<file path="config.mk">
export PLATFORM = sky130hd
export DESIGN_NAME = dct_block_reader_flat
export DESIGN_NICKNAME = d
export VERILOG_FILES = /design/src/rtl/dct_pkg.sv /design/src/rtl/dct_block_reader_if.sv /design/src/rtl/sync_fifo.sv /design/src/rtl/dct_block_reader.sv /design/src/flat_wrapper.sv
export SDC_FILE = /design/constraint.sdc
export NUM_CORES = 1
export LEC_CHECK = 0
export CAP_MARGIN = 20
export CORE_ASPECT_RATIO = 0.6
export CORE_MARGIN = 2
export CORE_UTILIZATION = 49
export DETAILED_ROUTE_END_ITERATION = 10
export GPL_ROUTABILITY_DRIVEN = 0
export PLACE_DENSITY = 0.84
export SYNTH_ARGS = -nofsm -noshare
export SYNTH_HDL_FRONTEND = slang
export SYNTH_SLANG_ARGS = --single-unit
</file>
<file path="constraint.sdc">
create_clock -name clk -period 3.01 [get_ports clk]
set_clock_uncertainty 0.05 [all_clocks]
set_input_delay 0.602 -clock clk [delete_from_list [all_inputs] [get_ports clk]]
set_output_delay 0.602 -clock clk [all_outputs]
set_load 0.05 [all_outputs]
</file>
<file path="src/rtl/dct_pkg.sv">
// rtl/dct_pkg.sv - shared geometry, SRAM widths, FSM codes and read tag for the DCT result SRAM
package dct_pkg;
  localparam int ADDR_W        = 15;
  localparam int DATA_W        = 64;
  localparam int BLK_COLS      = 64;
  localparam int BLK_ROWS      = 64;
  localparam int PIX_PER_WORD  = 8;
  localparam int LINES_PER_BLK = 8;
  localparam int RD_LAT        = 1;
  localparam int FIFO_DEPTH    = 4;

  localparam logic [1:0] ST_IDLE  = 2'd0;
  localparam logic [1:0] ST_READ  = 2'd1;
  localparam logic [1:0] ST_DRAIN = 2'd2;
  localparam logic [1:0] ST_DONE  = 2'd3;

  typedef struct packed {
    logic valid;
    logic blk_last;
    logic img_last;
  } tag_t;
endpackage

</file>
<file path="src/rtl/dct_block_reader_if.sv">
// rtl/dct_block_reader_if.sv - SRAM read port and output stream bundle
interface dct_block_reader_if #(
  parameter int ADDR_W = dct_pkg::ADDR_W,
  parameter int DATA_W = dct_pkg::DATA_W
);
  logic              mem_cs;
  logic              mem_we;
  logic [ADDR_W-1:0] mem_addr;
  logic [DATA_W-1:0] mem_rdata;
  logic              out_valid;
  logic              out_ready;
  logic [DATA_W-1:0] out_data;
  logic              out_blk_last;
  logic              out_img_last;

  modport master (
    output mem_cs, mem_we, mem_addr, out_valid, out_data, out_blk_last, out_img_last,
    input  mem_rdata, out_ready
  );
  modport slave (
    input  mem_cs, mem_we, mem_addr, out_valid, out_data, out_blk_last, out_img_last,
    output mem_rdata, out_ready
  );
endinterface

</file>
<file path="src/rtl/sync_fifo.sv">
// rtl/sync_fifo.sv - first-word fall-through synchronous FIFO with occupancy count
module sync_fifo #(
  parameter int WIDTH = 8,
  parameter int DEPTH = 4
) (
  input  logic                       clk,
  input  logic                       reset,
  input  logic                       push,
  input  logic [WIDTH-1:0]           push_data,
  input  logic                       pop,
  output logic [WIDTH-1:0]           pop_data,
  output logic                       empty,
  output logic [$clog2(DEPTH+1)-1:0] count
);
  localparam int PW = (DEPTH > 1) ? $clog2(DEPTH) : 1;
  localparam int CNTW = $clog2(DEPTH + 1);

  logic [WIDTH-1:0] mem [DEPTH];
  logic [PW-1:0]    wr_ptr, rd_ptr;
  logic             full, do_push, do_pop;

  function automatic logic [PW-1:0] nxt(input logic [PW-1:0] p);
    return (p == PW'(DEPTH - 1)) ? '0 : p + PW'(1);
  endfunction

  assign empty    = (count == '0);
  assign full     = (count == CNTW'(DEPTH));
  assign do_pop   = pop && !empty;
  // A full FIFO may still accept a word in the same cycle its head leaves.
  assign do_push  = push && (!full || do_pop);
  assign pop_data = mem[rd_ptr];

  always_ff @(posedge clk) begin
    if (do_push) mem[wr_ptr] <= push_data;
  end

  always_ff @(posedge clk) begin
    if (reset) begin
      wr_ptr <= '0;
      rd_ptr <= '0;
      count  <= '0;
    end else begin
      if (do_push) wr_ptr <= nxt(wr_ptr);
      if (do_pop)  rd_ptr <= nxt(rd_ptr);
      if (do_push && !do_pop)      count <= count + CNTW'(1);
      else if (!do_push && do_pop) count <= count - CNTW'(1);
    end
  end

  assert property (@(posedge clk) disable iff (reset) !(push && full && !pop));
endmodule

</file>
<file path="src/rtl/dct_block_reader.sv">
// rtl/dct_block_reader.sv - streams a finished image from result SRAM in 8x8 block line order
module dct_block_reader #(
  parameter int ADDR_W     = dct_pkg::ADDR_W,
  parameter int DATA_W     = dct_pkg::DATA_W,
  parameter int BLK_COLS   = dct_pkg::BLK_COLS,
  parameter int BLK_ROWS   = dct_pkg::BLK_ROWS,
  parameter int RD_LAT     = dct_pkg::RD_LAT,
  parameter int FIFO_DEPTH = dct_pkg::FIFO_DEPTH
) (
  input  logic               clk,
  input  logic               reset,
  input  logic               start,
  output logic               busy,
  output logic               done,
  dct_block_reader_if.master bus
);
  import dct_pkg::*;

  localparam int CBW = (BLK_COLS > 1) ? $clog2(BLK_COLS) : 1;
  localparam int RBW = (BLK_ROWS > 1) ? $clog2(BLK_ROWS) : 1;
  localparam int CW  = $clog2(FIFO_DEPTH + RD_LAT + 1);
  localparam int FCW = $clog2(FIFO_DEPTH + 1);
  localparam int FW  = DATA_W + 2;

  logic [1:0]     state;
  logic [2:0]     line;
  logic [CBW-1:0] bcol;
  logic [RBW-1:0] brow;
  tag_t           tags [RD_LAT];
  logic [CW-1:0]  inflight;
  logic [FCW-1:0] fifo_count;
  logic [FW-1:0]  fifo_out;
  logic           fifo_empty, issue, last_line, last_addr, pop;

  always_comb begin
    inflight = '0;
    for (int i = 0; i < RD_LAT; i++) inflight = inflight + CW'(tags[i].valid);
  end

  // Credit counts words already issued, so the FIFO can never overflow.
  assign issue     = (state == ST_READ) && ((CW'(fifo_count) + inflight) < CW'(FIFO_DEPTH));
  assign last_line = (line == 3'(LINES_PER_BLK - 1));
  assign last_addr = last_line && (bcol == CBW'(BLK_COLS - 1)) && (brow == RBW'(BLK_ROWS - 1));

  assign bus.mem_cs   = issue;
  assign bus.mem_we   = 1'b0;
  assign bus.mem_addr = ADDR_W'((32'(brow) * 32'(LINES_PER_BLK) + 32'(line)) * 32'(BLK_COLS) + 32'(bcol));

  always_ff @(posedge clk) begin
    if (reset) begin
      state <= ST_IDLE;
      line  <= '0;
      bcol  <= '0;
      brow  <= '0;
      busy  <= 1'b0;
      done  <= 1'b0;
      for (int i = 0; i < RD_LAT; i++) tags[i] <= '0;
    end else begin
      done    <= 1'b0;
      tags[0] <= '{valid: issue, blk_last: last_line, img_last: last_addr};
      for (int i = 1; i < RD_LAT; i++) tags[i] <= tags[i-1];
      if (issue) begin
        if (last_line) begin
          line <= '0;
          if (bcol == CBW'(BLK_COLS - 1)) begin
            bcol <= '0;
            brow <= (brow == RBW'(BLK_ROWS - 1)) ? '0 : brow + RBW'(1);
          end else begin
            bcol <= bcol + CBW'(1);
          end
        end else begin
          line <= line + 3'd1;
        end
      end
      case (state)
        ST_IDLE: if (start) begin
          state <= ST_READ;
          busy  <= 1'b1;
        end
        ST_READ:  if (issue && last_addr) state <= ST_DRAIN;
        ST_DRAIN: if (fifo_empty && (inflight == '0)) state <= ST_DONE;
        ST_DONE: begin
          done  <= 1'b1;
          busy  <= 1'b0;
          state <= ST_IDLE;
        end
        default: state <= ST_IDLE;
      endcase
    end
  end

  assign pop = bus.out_valid && bus.out_ready;

  sync_fifo #(.WIDTH(FW), .DEPTH(FIFO_DEPTH)) u_fifo (
    .clk       (clk),
    .reset     (reset),
    .push      (tags[RD_LAT-1].valid),
    .push_data ({tags[RD_LAT-1].blk_last, tags[RD_LAT-1].img_last, bus.mem_rdata}),
    .pop       (pop),
    .pop_data  (fifo_out),
    .empty     (fifo_empty),
    .count     (fifo_count)
  );

  assign bus.out_valid    = !fifo_empty;
  assign bus.out_data     = fifo_out[DATA_W-1:0];
  assign bus.out_blk_last = !fifo_empty && fifo_out[DATA_W+1];
  assign bus.out_img_last = !fifo_empty && fifo_out[DATA_W];
endmodule

</file>
<file path="src/flat_wrapper.sv">
// flat-port wrapper written by rule: the top's interface ports become plain ports
module dct_block_reader_flat import dct_pkg::*;
#(
  parameter int ADDR_W     = dct_pkg::ADDR_W,
  parameter int DATA_W     = dct_pkg::DATA_W,
  parameter int BLK_COLS   = dct_pkg::BLK_COLS,
  parameter int BLK_ROWS   = dct_pkg::BLK_ROWS,
  parameter int RD_LAT     = dct_pkg::RD_LAT,
  parameter int FIFO_DEPTH = dct_pkg::FIFO_DEPTH
)
  (clk, reset, start, busy, done, bus_mem_cs, bus_mem_we, bus_mem_addr, bus_out_valid, bus_out_data, bus_out_blk_last, bus_out_img_last, bus_mem_rdata, bus_out_ready);
  dct_block_reader_if #(.ADDR_W(ADDR_W), .DATA_W(DATA_W)) bus_i ();
  input  logic clk;
  input  logic reset;
  input  logic start;
  output logic busy;
  output logic done;
  output wire logic [$bits(bus_i.mem_cs)-1:0] bus_mem_cs;
  output wire logic [$bits(bus_i.mem_we)-1:0] bus_mem_we;
  output wire logic [$bits(bus_i.mem_addr)-1:0] bus_mem_addr;
  output wire logic [$bits(bus_i.out_valid)-1:0] bus_out_valid;
  output wire logic [$bits(bus_i.out_data)-1:0] bus_out_data;
  output wire logic [$bits(bus_i.out_blk_last)-1:0] bus_out_blk_last;
  output wire logic [$bits(bus_i.out_img_last)-1:0] bus_out_img_last;
  input wire logic [$bits(bus_i.mem_rdata)-1:0] bus_mem_rdata;
  input wire logic [$bits(bus_i.out_ready)-1:0] bus_out_ready;
  assign bus_mem_cs = bus_i.mem_cs;
  assign bus_mem_we = bus_i.mem_we;
  assign bus_mem_addr = bus_i.mem_addr;
  assign bus_out_valid = bus_i.out_valid;
  assign bus_out_data = bus_i.out_data;
  assign bus_out_blk_last = bus_i.out_blk_last;
  assign bus_out_img_last = bus_i.out_img_last;
  assign bus_i.mem_rdata = bus_mem_rdata;
  assign bus_i.out_ready = bus_out_ready;
  dct_block_reader #(.ADDR_W(ADDR_W), .DATA_W(DATA_W), .BLK_COLS(BLK_COLS), .BLK_ROWS(BLK_ROWS), .RD_LAT(RD_LAT), .FIFO_DEPTH(FIFO_DEPTH)) u_core (.clk(clk), .reset(reset), .start(start), .busy(busy), .done(done), .bus(bus_i));
endmodule
</file>
# After elaboration in Yosys (flattened, before gate mapping)
# Memories as Yosys holds them, arrays and structs flattened. A register that Yosys moved wholly into a read port is not among the register bits.
# Index checks and enable logic that the tools add are counted.
# word_totals
inputBits	68
wordCells	84
memories	2
register_bits	26
mem_bits_rw	267
# mem_list
memory	depth	word_bits	read_ports	rd_ports_with_merged_regs	write_ports	line	rtl
u_core.u_fifo.mem	4	66	1	1	1	sync_fifo.sv:18	logic [WIDTH-1:0] mem [DEPTH];
u_core.tags	1	3	1	0	1	dct_block_reader.sv:29	tag_t tags [RD_LAT];
# op_classes
mux	23
n_reduce_logical	27
addsub	10
magnitude_cmp	1
eq_ne	12
# op_table
operator	n
15-bit by 6-bit adder with 15-bit output	1
2-bit 2-to-1 mux	7
6-bit by 1-bit adder with 6-bit output (second input constant)	2
6-bit equality test (second input constant)	2
1-bit logical AND	12
3-bit 2-to-1 mux	4
6-bit 2-to-1 mux	2
9-bit by 3-bit adder with 9-bit output	1
2-bit equality test (second input constant)	4
1-bit 2-to-1 mux	8
2-bit case mux with 4 select lines	1
3-bit by 1-bit adder with 3-bit output (second input constant)	2
3-bit equality test (second input constant)	2
3-bit zero test	2
3-bit AND reduction	2
2-bit by 1-bit adder with 2-bit output (second input constant)	2
1-bit zero test	4
2-bit != test (second input constant)	2
2-bit AND reduction	2
2-bit nonzero test	2
3-bit by 1-bit adder with 3-bit output	1
3-bit less-than comparator (second input constant)	1
3-bit OR reduction	1
3-bit by 1-bit subtractor with 3-bit output (second input constant)	1
other kinds (5)	5

# Depth between registers and ports, before layout
# logic_depth
ltp_word	10
mapped_depth	9

# Modules after synthesis
# From an unflattened synthesis, not the netlist that was laid out.
# hier_totals
hier_cells	535
area_unflattened_um2	11184.5
# modules_own_cells
mod	area_per_inst_um2	seq_area_each_um2	instances	cells_each
sync_fifo	9972.1	8107.8	1	390
dct_block_reader	1212.4	440.4	1	145

# Worst setup path after synthesis
# Ideal clock, no wire load.
# synth_path
path_kind	input to register
from	input bus_out_ready
to	memory u_core.u_fifo.mem[1][0] in the netlist's numbering (enable)
setup_time_ps	431
required_time_ps	2529
path_stages	3
slack_ps	1
arrival_time_ps	2528
path_cell_list	o41a_1 clkbuf_1 and2_1
# synth_via
elab_chain_cells	6
# synth_lines
element	line	rtl
from (decl)	flat_wrapper.sv:26	input wire logic [$bits(bus_i.out_ready)-1:0] bus_out_ready;
1-bit logical AND	dct_block_reader.sv:92	assign pop = bus.out_valid && bus.out_ready;
1-bit logical AND	sync_fifo.sv:28	assign do_pop = pop && !empty;
1-bit logical OR	sync_fifo.sv:30	assign do_push = push && (!full || do_pop);
1-bit logical AND	sync_fifo.sv:30	
via u_core.u_fifo.do_push	sync_fifo.sv:20	logic full, do_push, do_pop;
1-bit 2-to-1 mux	sync_fifo.sv:34	if (do_push) mem[wr_ptr] <= push_data;
1-bit 2-to-1 mux (implied by the code)	sync_fifo.sv:34	
to (decl)	sync_fifo.sv:18	
# The timed path passes the listed nets, and every way through them passes these cells.

# Final worst setup path
# layout_path
from	register u_core.u_fifo.count[0]
to	output bus_mem_cs
# layout_via
elab_chain_cells	3
# layout_lines
element	line	rtl
from (decl)	sync_fifo.sv:13	output logic [$clog2(DEPTH+1)-1:0] count
from (signal assigned)	sync_fifo.sv:45	if (do_push && !do_pop) count <= count + CNTW'(1);
from (signal assigned)	sync_fifo.sv:46	else if (!do_push && do_pop) count <= count - CNTW'(1);
3-bit by 1-bit adder with 3-bit output	dct_block_reader.sv:41	assign issue = (state == ST_READ) && ((CW'(fifo_count) + inflight) < CW'(FIFO_DEPTH));
3-bit less-than comparator	dct_block_reader.sv:41	
1-bit logical AND	dct_block_reader.sv:41	
to (decl)	flat_wrapper.sv:18	output wire logic [$bits(bus_i.mem_cs)-1:0] bus_mem_cs;
# No other way between the ends.

==> qor.csv <==
stage,metric,value,unit
setup_path,crit_family,compound AO/OA/AOI/OAI gates,
clock_tree,htree_levels,1,
detailed_routing,first_pass_iters,5,
global_routing,grt_pass1_wl,34000,µm
synth,synthSimpleGateAreaFrac,3.68,%
detailed_routing,wire_per_inst,22.1,µm
place,port_buffers,152,
die,io_pins,154,
detailed_routing,drt-total-wl,22800,µm
synth,synthDistinctLibCells,44,
detailed_routing,first_iter_violations,442,
die,die_h,121,µm
detailed_routing,via_count,5706,
power,power.density,821,mW/mm²
timing,rsz0062_at_grt,no,
clock_tree,hold_buffers,0,
synth,syn_area,0.0111,mm²
timing,fin_ws,0.157,ns
die,die_area,0.0239,mm²
clock_tree,cts_resized,4,
global_routing,first_global_vias,5905,
setup_path,cpMaxStageDelayCell,dfxtp_1,
synth,synth_fa_ha_area_share,1.76,%
timing,tightest_slew,0.950,ns
min_path,hp-start,u_core.tags[0][1],
setup_path,worstSetupPathType,flip-flop to output pin,
synth,postSynthCellCount,528,
timing,setup-tns-final,0,ns
layout,fin_nets,784,
global_routing,grtUsageTotal,19.2,%
synth,synth_fp_nets,611,
setup_path,crit_path_start,u_core.u_fifo.count[0],
flow_run,maxCapViolCount,0,
timing,layout_min_cycle_time,2.85,ns
setup_path,arrival,2.20,ns
power,ir_worst_vdd,0.000833,V
clock_tree,cts.sinks,295,
layout,area_growth,24.4,%
setup_path,rrSetupSlack,0.54,ns
layout,multiInputGateArea,0.00244,mm²
setup_path,endpoint_kind,output pin,
place,dp_slack,0.213,ns
detailed_routing,antenna_left,0,
min_path,hold_class,flip-flop to flip-flop,
die,num_rows,42,
setup_path,crit_cells,4,
power,total_leakage_power,4.48,nW
setup_path,critPathLaunchType,flip-flop,
clock_tree,post_cts_buffers,0,
global_routing,grt_max_degree,43,
timing,setup_viol,0,
setup_path,path_cells,a31oi_2 > o21ai_4 > inv_1 > clkdlybuf4s15_2,
clock_tree,numCtsBuffers,27,
synth,synthXorXnorAreaFrac,0.395,%
timing,hold_viol_final,0,
synth,ys_ff_latch,295,
min_path,worstHoldPathCells,0,
timing,max_freq,0.351,GHz
synth,yosysWarnings,0,
clock_tree,cts_root_buffer,clkbuf_16,
synth,synth.avg_cell_area,21.0,µm²
layout,fill_cells,1453,
synth,synthMuxAreaShare,13.9,%
timing,timing.slew.headroom,36.4,%
setup_path,critPathMaxFanout,14,
detailed_routing,drc_errors,0,
global_routing,antenna_found_initial,1,
setup_path,reg2reg_from,u_core.u_fifo.count[0],
die,start_util,50.2,%
global_routing,grt-ovfl-total,0,
detailed_routing,viasPerCell,5.55,
clock_tree,clock_latency,0.53,ns
setup_path,required,2.36,ns
die,core_area,0.0221,mm²
place,place_hpwl,15100,µm
layout,drive_gt1_share,27.4,%
setup_path,cpPeakStageDelay,0.49,ns
timing,slew_violations,0,
setup_path,ff2ff_path_depth,8,
clock_tree,cts_tree,built,
timing,period_share,94.8,%
synth,synth_compound_area_share,2.00,%
setup_path,crit_buf_inv,2,
synth,synth_top_family_by_area,multiplexers,
clock_tree,clkSlewWorstSetupHoldPaths,0.06,ns
clock_tree,cts_buffer_depth,3,
synth,ys_seq_area_share,77.0,%
timing,hold_ws,0.446,ns
die,chipWidth,198,µm
layout,regArea,0.00856,mm²
status,outcome,finished clean,
per-stage QoR:
step | total power [mW] | utilization [%] | cell area, µm² | cells
after global placement | 8.18 | 58.7 | 13000 | 980
after floorplan | 7.25 | - | 11100 | 528
after CTS | 11.5 | 62.4 | 13800 | 1028
after global routing | 11.7 | 62.4 | 13800 | 1028
final | 11.3 | 62.4 | 13800 | 1029
after detailed placement | 8.30 | 58.7 | 13000 | 980
cell families after synthesis:
family | Yosys count
AND/OR/NAND/NOR | 76
multiplexers | 72
buffers and inverters | 31
XOR/XNOR | 5
other | 1
AO/OA/AOI/OAI | 33
adder cells (fa/ha/maj) | 15
flip-flops | 295
layer usage:
layer	vias to the layer above	wire length, µm	track usage [%]
met1	2931	9830	27.1
met4	0	435	4.14
met2	219	10700	30.6
li1	2517	-	-
met5	-	0	0
met3	39	1780	4.80
worst reg2reg max path: stages, from the launching register on:
cell,delay [ns]
dfxtp_1,0.39
or3_1,0.48
nand2_1,0.18
ha_1,0.22
inv_1,0.07
fa_1,0.37
xor2_1,0.18
or3_1,0.31
a21oi_1,0.14
worst paths after layout:
| path | to |
|---|---|
| setup / recovery | bus_mem_cs |
| hold / removal | u_core.u_fifo.mem[1][65] |
| setup reg to reg | u_core.u_fifo.count[2] |
| hold reg to reg | u_core.u_fifo.mem[1][65] |
power by group:
part / leakage [nW] / internal, mW / switching [mW]
registers: 2.64 / 4.73 / 0.142
clock network: 0.394 / 1.76 / 1.39
logic: 1.44 / 1.20 / 2.13
total: 4.48 / 7.68 / 3.65
state kept, by name, indices dropped and copies added (netlist names), named ones only:
register,flops
u_core.bcol,6
u_core.brow,6
u_core.busy,1
u_core.done,1
u_core.line,3
u_core.state,2
u_core.tags,3
u_core.u_fifo.count,3
u_core.u_fifo.mem,264
u_core.u_fifo.rd_ptr,2
u_core.u_fifo.wr_ptr,2
cell type report:
class / instances / share of cell area (%)
inverter: 9 / 0.245
antenna: 1 / 0.0181
clock buffer: 36 / 5.21
multi-input combinational: 202 / 17.7
sequential: 295 / 62.0
timing repair buffer: 166 / 11.5
tap: 308 / 2.79
clock inverter: 12 / 0.625
layout by cell type (no fill, tap or decap), types with 2 or more instances in the layout:
| master | instances |
|---|---|
| ha_1 | 13 |
| clkinv_2 | 5 |
| buf_12 | 10 |
| xor2_1 | 5 |
| clkdlybuf4s50_1 | 85 |
| and2_1 | 2 |
| o31ai_1 | 2 |
| o41ai_1 | 2 |
| mux2i_1 | 6 |
| and2_4 | 4 |
| o211ai_1 | 2 |
| dfxtp_4 | 2 |
| clkinv_1 | 4 |
| or3_1 | 6 |
| buf_4 | 70 |
| nand3_1 | 6 |
| nor2_1 | 17 |
| clkbuf_16 | 27 |
| nor3_1 | 4 |
| clkbuf_1 | 8 |
| o21ai_0 | 3 |
| or4_1 | 3 |
| nand4_1 | 2 |
| nand2b_1 | 4 |
| dfxtp_1 | 29 |
| a21oi_1 | 15 |
| mux4_2 | 66 |
| o2111ai_1 | 3 |
| nor2b_1 | 2 |
| nand2_1 | 16 |
| and3_1 | 2 |
| edfxtp_1 | 264 |
| inv_1 | 9 |
cell usage after synthesis (all sizes together):
cell / instances / share of area, %
mux4: 66 / 13
clkbuf: 9 / 0.30
dfxtp: 31 / 5.6
nand3b: 1 / 0.068
a31o: 1 / 0.079
a31oi: 1 / 0.11
o211ai: 2 / 0.14
a21oi: 15 / 0.68
nand2: 16 / 0.54
o311ai: 1 / 0.079
nor3: 4 / 0.18
and3: 2 / 0.11
inv: 9 / 0.30
or4b: 2 / 0.18
or4: 4 / 0.30
o41ai: 2 / 0.16
nand3: 7 / 0.36
or3: 6 / 0.34
edfxtp: 264 / 71
o31ai: 2 / 0.14
o2111ai: 3 / 0.24
nor3b: 1 / 0.068
nor2b: 2 / 0.11
nand4: 2 / 0.11
buf: 13 / 0.56
o21bai: 1 / 0.068
or3b: 1 / 0.079
conb: 1 / 0.034
o41a: 1 / 0.10
xor2: 5 / 0.39
and2: 6 / 0.34
o21ai: 4 / 0.21
ha: 14 / 1.6
and4: 1 / 0.079
nand2b: 4 / 0.23
mux2i: 6 / 0.54
fa: 1 / 0.18
nor2: 17 / 0.58
(Power assumes the default switching activity.)
